File: src/rtl/imm_encode_unit.sv
// imm_encode_unit: scatters a 32-bit immediate into the RISC-V immediate
// fields of a base instruction word (I/S/B/J/U), flags values that do not
// fit the field, and queues {err, instr} in a DEPTH-entry FIFO.
//
// Build option: define IMM_ENC_ERR_DROP_EN to discard erroneous items at the
// input (they still complete the handshake and are counted) and expose a
// sticky err_sticky flag instead of queueing them.
//
// Handshake: an input item transfers on a rising edge where in_valid &&
// in_ready; the FIFO head transfers where out_valid && out_ready. in_ready
// depends only on FIFO fullness and out_valid only on FIFO emptiness, so
// neither ready nor valid depends combinationally on the other side; a
// producer must hold its item stable until it transfers.
module imm_encode_unit #(
  parameter int DEPTH = 4,
  parameter int CNT_W = 16
) (
  input  logic             clk,
  input  logic             rst,
  input  logic             in_valid,
  output logic             in_ready,
  input  logic [2:0]       ImmSrc,
  input  logic [31:0]      imm,
  input  logic [31:0]      base,
  output logic             out_valid,
  input  logic             out_ready,
  output logic [31:0]      instr_out,
  output logic             err_out,
`ifdef IMM_ENC_ERR_DROP_EN
  output logic             err_sticky,
`endif
  output logic [CNT_W-1:0] enc_count
);

  localparam int AW = $clog2(DEPTH);

  localparam logic [2:0] SRC_I = 3'd0;
  localparam logic [2:0] SRC_S = 3'd1;
  localparam logic [2:0] SRC_B = 3'd2;
  localparam logic [2:0] SRC_J = 3'd3;
  localparam logic [2:0] SRC_U = 3'd4;

  logic [31:0] enc_instr;
  logic        enc_err;
  logic [32:0] mem [DEPTH];
  logic [AW:0] wr_ptr;
  logic [AW:0] rd_ptr;
  logic        full;
  logic        empty;
  logic        accept;
  logic        push;
  logic        pop;

  // Immediate scatter and range check for the item on the input side.
  always_comb begin
    enc_instr = base;
    enc_err   = 1'b0;
    case (ImmSrc)
      SRC_I: begin
        enc_instr[31:20] = imm[11:0];
        enc_err = !((&imm[31:11]) || !(|imm[31:11]));
      end
      SRC_S: begin
        enc_instr[31:25] = imm[11:5];
        enc_instr[11:7]  = imm[4:0];
        enc_err = !((&imm[31:11]) || !(|imm[31:11]));
      end
      SRC_B: begin
        enc_instr[31]    = imm[12];
        enc_instr[7]     = imm[11];
        enc_instr[30:25] = imm[10:5];
        enc_instr[11:8]  = imm[4:1];
        enc_err = !((&imm[31:12]) || !(|imm[31:12])) || imm[0];
      end
      SRC_J: begin
        enc_instr[31]    = imm[20];
        enc_instr[30:21] = imm[10:1];
        enc_instr[20]    = imm[11];
        enc_instr[19:12] = imm[19:12];
        enc_err = !((&imm[31:20]) || !(|imm[31:20])) || imm[0];
      end
      SRC_U: begin
        enc_instr[31:12] = imm[31:12];
        enc_err = |imm[11:0];
      end
      default: begin
        enc_err = 1'b1;
      end
    endcase
  end

  // Occupancy flags from wrap-bit pointers, and the transfer strobes.
  always_comb begin
    empty     = (wr_ptr == rd_ptr);
    full      = (wr_ptr[AW] != rd_ptr[AW]) && (wr_ptr[AW-1:0] == rd_ptr[AW-1:0]);
    in_ready  = !full;
    out_valid = !empty;
    accept    = in_valid && in_ready;
`ifdef IMM_ENC_ERR_DROP_EN
    push      = accept && !enc_err;
`else
    push      = accept;
`endif
    pop       = out_valid && out_ready;
  end

  // Head outputs read registered storage; forced to zero while empty.
  always_comb begin
    instr_out = 32'd0;
    err_out   = 1'b0;
    if (!empty) begin
      instr_out = mem[rd_ptr[AW-1:0]][31:0];
      err_out   = mem[rd_ptr[AW-1:0]][32];
    end
  end

  // FIFO storage; contents need no reset because empty masks the head.
  always_ff @(posedge clk) begin
    if (push) begin
      mem[wr_ptr[AW-1:0]] <= {enc_err, enc_instr};
    end
  end

  // Pointers and accept counter; reset flushes everything queued.
  always_ff @(posedge clk) begin
    if (rst) begin
      wr_ptr    <= '0;
      rd_ptr    <= '0;
      enc_count <= '0;
    end else begin
      if (push) wr_ptr <= wr_ptr + (AW+1)'(1);
      if (pop)  rd_ptr <= rd_ptr + (AW+1)'(1);
      if (accept) enc_count <= enc_count + CNT_W'(1);
    end
  end

`ifdef IMM_ENC_ERR_DROP_EN
  // Sticky record that at least one erroneous item was discarded.
  always_ff @(posedge clk) begin
    if (rst) begin
      err_sticky <= 1'b0;
    end else if (accept && enc_err) begin
      err_sticky <= 1'b1;
    end
  end
`endif

endmodule

File: config.mk
export PLATFORM = sky130hd
export DESIGN_NAME = imm_encode_unit
export DESIGN_NICKNAME = d
export VERILOG_FILES = /design/src/rtl/imm_encode_unit.sv
export SDC_FILE = /design/constraint.sdc
export NUM_CORES = 1
export LEC_CHECK = 0
export CAP_MARGIN = 10
export CORE_MARGIN = 2
export CORE_UTILIZATION = 53
export DETAILED_ROUTE_END_ITERATION = 10
export GPL_ROUTABILITY_DRIVEN = 0
export PLACE_DENSITY_LB_ADDON = 0.05
export SKIP_CTS_REPAIR_TIMING = 1
export SLEW_MARGIN = 15
export SYNTH_ARGS = -nofsm -noshare
export SYNTH_HDL_FRONTEND = slang
export SYNTH_SLANG_ARGS = --single-unit
export TNS_END_PERCENT = 30
File: constraint.sdc
create_clock -name clk -period 2.85 [get_ports clk]
set_input_delay 0.285 -clock clk [delete_from_list [all_inputs] [get_ports clk]]
set_output_delay 0.285 -clock clk [all_outputs]
set_load 0.02 [all_outputs]
==> results of run 1 <==
[final timing paths]
kind / to / slack (ns) / depth (start not counted)
hold / removal: enc_count[1] / 0.51 / 2
hold reg to reg: enc_count[1] / 0.51 / 2
setup / recovery: instr_out[12] / 0.16 / 5
setup reg to reg: wr_ptr[2] / 0.66 / 6
[metrics by stage]
| stage | hold WS [ns] | utilization | area (µm²) |
|---|---|---|---|
| after floorplan | 0.3541 | - | 6773 |
| after global placement | 0.4828 | 0.6592 | 8285 |
| after detailed placement | 0.4999 | 0.6592 | 8285 |
| after CTS | 0.4973 | 0.7001 | 8798 |
| after global routing | 0.5094 | 0.7002 | 8801 |
| final | 0.5134 | 0.7002 | 8801 |
[layout make-up]
cell class,count,area [µm²]
multi-input cells,256,2216
clock buffers,19,432.9
flip-flops and latches,156,4449
inverters,9,33.78
well taps,172,215.2
clock inverters,11,80.08
repair buffers,131,1374
fillers,886,3767
[cell families (layout without fill, tap and decap cells)]
| family | after synthesis | in the layout | share of synthesized area |
|---|---|---|---|
| adders and majority gates | 6 | 6 | 0.01108 |
| DFF | 156 | 156 | 0.6562 |
| and+or+nand+nor | 135 | 135 | 0.1047 |
| xor gates and xnor gates | 22 | 22 | 0.03067 |
| muxes | 54 | 54 | 0.1430 |
| AOI/OAI and AO/OA | 39 | 39 | 0.03621 |
| buffers and inverters | 30 | 170 | 0.01810 |
[cell usage after synthesis, drive strengths merged, types with 2 or more instances]
master / number / area share
inv: 9 / 0.0050
nor2: 38 / 0.021
mux2i: 9 / 0.013
nand3: 5 / 0.0037
nor3: 9 / 0.0067
o22ai: 2 / 0.0018
and2: 5 / 0.0046
a22oi: 7 / 0.0078
a41oi: 2 / 0.0026
xnor2: 16 / 0.021
nor2b: 33 / 0.030
dfxtp: 24 / 0.071
mux2: 12 / 0.020
buf: 8 / 0.0059
xor2: 6 / 0.010
edfxtp: 132 / 0.59
nand2: 16 / 0.0089
ha: 6 / 0.011
a21oi: 16 / 0.012
nand3b: 2 / 0.0022
or4: 2 / 0.0022
o21ai: 5 / 0.0037
clkbuf: 13 / 0.0072
nor4: 10 / 0.010
nand4: 8 / 0.0074
mux4: 33 / 0.11
[worst register-to-register path: stages, from the launching register on]
cell and delay [ns]:
dfxtp_1 0.45, xor2_2 0.29, o31a_1 0.39, and2_2 0.47
buf_12 0.26, xnor2_1 0.15, nor2_1 0.05
[flip-flops by register name (all words and copies together) (netlist names), named ones only]
signal	count
wr_ptr	3
enc_count	16
rd_ptr	3
mem	132
[per-layer routing]
metal	up-vias	track usage	wire length, µm
met5	-	0	0
met4	0	0.07137	203
met3	20	0.07261	921
met2	171	0.3414	6801
met1	2073	0.2985	6243
li1	1952	-	-
[power by group through the flow]
stage,registers [mW],clock network (mW),logic (mW)
5_1_grt,2.70,2.13,1.71
4_1_cts,2.69,2.01,1.62
2_1_floorplan,2.70,0,0.918
3_5_place_dp,2.74,0,1.61
3_3_place_gp,2.73,0,1.60
6_report,2.69,1.98,1.59
==> metrics, run 1 <==
crit path cell chain xor2_2, nor3_2, buf_4, nor2b_1, clkdlybuf4s50_1; core area 0.01257 mm²; syn avg cell area 15.32 µm²; DRT iter0 DRCs 348; ANT cells 0; CP bufs+invs 2; Cell Area, Synth 0.006773 mm²; number of synthesized flops with an enable pin 132; Worst path max stage delay 0.65 ns; Max Cap Viol 0; Max transition margin 0.4414; Reg-to-Reg Start wr_ptr[1]; Int Power 4.597 mW; Yosys reg bits 156; sequential share of power 0.430; placed wire-length estimate 9397 µm; most frequent cells in the layout edfxtp_1, clkdlybuf4s50_1, nor2_1; fin crit share 0.9433; htree depth 4; final std cells w/o fill 754; clock buffer depth 2; Via density 5.592; delay-heaviest family, CP buffers and inverters; worst slack at placement 0.2968 ns; ratio of cells with drive above 1 in the final layout 0.1546; Initial Utilization 0.5389; RSZ-0062 raised after global routing false; Slowest-stage cell, CP clkdlybuf4s50_1; total power 6.260 mW; Main synth FF type edfxtp_1; Worst-path clk slew 0.06 ns; final worst path period need 2.688 ns; combinational cell fraction of total power 0.255; net load switching power 1.663 mW; Crit. End Element output pin; Slew @ Worst Pin 0.8323 ns; worst setup margin 0.1616 ns; Worst IR Drop VDD 0.0004703 V; cell count after synthesis 442; initial antenna violation count 0; Slew Limit Fails 0; final hold violation count 0; pwr dens 711.3 mW/mm²; CTS Buf Count 17; sw frac 0.2657; CTS tree yes; IO Count 122; P_leak 2.858 nW; Critical path origin wr_ptr[1]; largest net degree at the start of global routing 37; post-synthesis sequential area ratio 0.6562; status completed; yosys warns 0; row count 41; CP Max Fanout 36; Post-Route WL 14170 µm; Die Wd 117.0 µm; Initial DRT Pass Iterations 4; final setup fails 0; Clock Sinks 156; CP arrival 2.40 ns; Port Buffer Count 121; CP Launch Type register; CTS Root Buffer Type clkbuf_16; critical path class reg -> out; Synth cell types 43; global route overflow 0; FFs w/ async S/R, synth 0; global-route usage over all layers 0.2201; Required @ worst endpoint 2.57 ns; clk_lat worst skew 0.41 ns; global-route wire length before repair 21820 µm; vias in the first global route 4176; Inst Count DP 724; synthesis-to-layout area growth 29.95%; post-route antenna net violation count 0; hold path start enc_count[1]; Fin Setup TNS 0 ns; Clock power frac 0.316; syn_nets 519; Hold Path Class reg -> reg; DR vias 4216; NumNets Final 648; Clock Skew 0.006132 ns; Remaining DRCs 0; Die Ht 117.0 µm; maximum clock rate 372.0 MHz; wire length per cell 18.79 µm; die area 0.01370 mm²; most common cell after layout, fill and taps aside edfxtp_1
(Power assumes the default switching activity.)
==> inputs of run 2 (changes only) <==
--- a/config.mk
+++ b/config.mk
@@ -10,2 +10,3 @@
 export CORE_UTILIZATION = 53
+export CTS_CLUSTER_SIZE = 40
 export DETAILED_ROUTE_END_ITERATION = 10
--- a/constraint.sdc
+++ b/constraint.sdc
@@ -3,2 +3,2 @@
 set_output_delay 0.285 -clock clk [all_outputs]
-set_load 0.02 [all_outputs]
+set_load 0.01 [all_outputs]
==> metrics, run 2 (same netlist as run 1, synthesis figures left out) <==
Max transition margin 0.4124; CTS Buf Count 17; vias in the first global route 4318; placed wire-length estimate 9435 µm; pwr dens 713.9 mW/mm²; Remaining DRCs 0; maximum clock rate 377.8 MHz; final setup fails 0; CP Launch Type register; Required @ worst endpoint 2.57 ns; P_leak 2.888 nW; Slowest-stage cell, CP clkdlybuf4s50_1; most frequent cells in the layout edfxtp_1, clkdlybuf4s50_1, nor2_1; core area 0.01257 mm²; Worst IR Drop VDD 0.0004111 V; Max Cap Viol 0; ANT cells 0; Inst Count DP 724; final std cells w/o fill 756; row count 41; Hold Path Class in -> reg; htree depth 4; wire length per cell 18.88 µm; Post-Route WL 14280 µm; ratio of cells with drive above 1 in the final layout 0.1610; final hold violation count 0; Clock Sinks 156; most common cell after layout, fill and taps aside edfxtp_1; Port Buffer Count 121; Slew Limit Fails 0; DRT iter0 DRCs 306; status completed; Slew @ Worst Pin 0.8755 ns; global-route usage over all layers 0.2234; final worst path period need 2.647 ns; largest net degree at the start of global routing 37; Die Ht 117.0 µm; crit path cell chain xor2_2, nor3_2, buf_4, nor2b_1, clkdlybuf4s50_1; fin crit share 0.9287; synthesis-to-layout area growth 30.76%; RSZ-0062 raised after global routing false; global-route wire length before repair 22150 µm; Clock Skew 0.004444 ns; critical path class reg -> out; Fin Setup TNS 0 ns; Die Wd 117.0 µm; initial antenna violation count 0; Crit. End Element output pin; max FFs per register 132; CTS tree yes; clock buffer depth 2; Initial Utilization 0.5389; Worst path max stage delay 0.57 ns; die area 0.01370 mm²; post-route antenna net violation count 0; NumNets Final 648; DR vias 4269; Via density 5.647; global route overflow 0; CP Max Fanout 36; Initial DRT Pass Iterations 4; total power 6.322 mW; clk_lat worst skew 0.41 ns; CTS Root Buffer Type clkbuf_16; CP arrival 2.36 ns; Worst-path clk slew 0.06 ns; IO Count 122
==> run 2: cell types whose count changed in the layout (fill, tap and decap cells not counted) <==
cell / previous run / this run
buf_12: 7 / 6
buf_4: 3 / 4
bufinv_16: 1 / 3
clkinv_1: 4 / 2
clkinv_4: 0 / 2
dfxtp_2: 1 / 2
dfxtp_4: 1 / 0
==> run 2: path summary, 6_finish.rpt <==
path | start | end | slack, ns | cells past startpoint
hold reg to reg | enc_count[1] | enc_count[1] | 0.51 | 2
setup reg to reg | wr_ptr[0] | wr_ptr[2] | 0.88 | 6
hold / removal | base[5] | mem[1][5] | 0.50 | 1
setup / recovery | wr_ptr[0] | instr_out[12] | 0.20 | 5
==> run 2: through the flow <==
stage	hold WS, ns	worst slack [ns]	cell area (µm²)	util
finish	0.5021	0.2033	8856	0.7046
global route	0.5060	0.08402	8856	0.7046
global placement	0.4839	0.2732	8273	0.6582
floorplan	0.3541	0.6415	6773	-
CTS	0.4811	0.1976	8856	0.7046
detailed placement	0.4997	0.2551	8273	0.6582
==> run 2: layer usage <==
| layer | share of wire | routed length, µm | up-vias | global-route usage |
|---|---|---|---|---|
| met1 | 0.43 | 6143 | 2115 | 0.3033 |
| li1 | - | - | 1961 | - |
| met5 | 0 | 0 | - | 0 |
| met3 | 0.070 | 1003 | 13 | 0.06076 |
| met4 | 0.0097 | 138 | 0 | 0.06902 |
| met2 | 0.49 | 6991 | 180 | 0.3572 |
==> run 2: area by class of cell <==
| cell class | instances | area, µm² |
|---|---|---|
| flip-flops and latches | 156 | 4447 |
| fillers | 858 | 3712 |
| multi-input cells | 256 | 2216 |
| repair buffers | 131 | 1361 |
| clock buffers | 19 | 432.9 |
| well taps | 172 | 215.2 |
| clock inverters | 13 | 150.1 |
| inverters | 9 | 33.78 |
==> run 2: critical path: cells and delay by family, from the launching register on <==
kind | cells | cell delay (ns)
DFF | 1 | 0.48
and+or+nand+nor | 2 | 0.31
xor gates and xnor gates | 1 | 0.29
buffers and inverters | 2 | 0.84
==> run 2: report_power, final <==
group / internal [mW] / switching, mW
combinational: 0.797 / 0.668
sequential: 2.62 / 0.0527
clock: 1.36 / 0.822
total: 4.78 / 1.54
==> inputs of run 3 (changes only) <==
Settings changed: CTS_CLUSTER_DIAMETER set to 200.
==> results of run 3 <==
Final layout, timing and power as in run 2 (identical DEF).
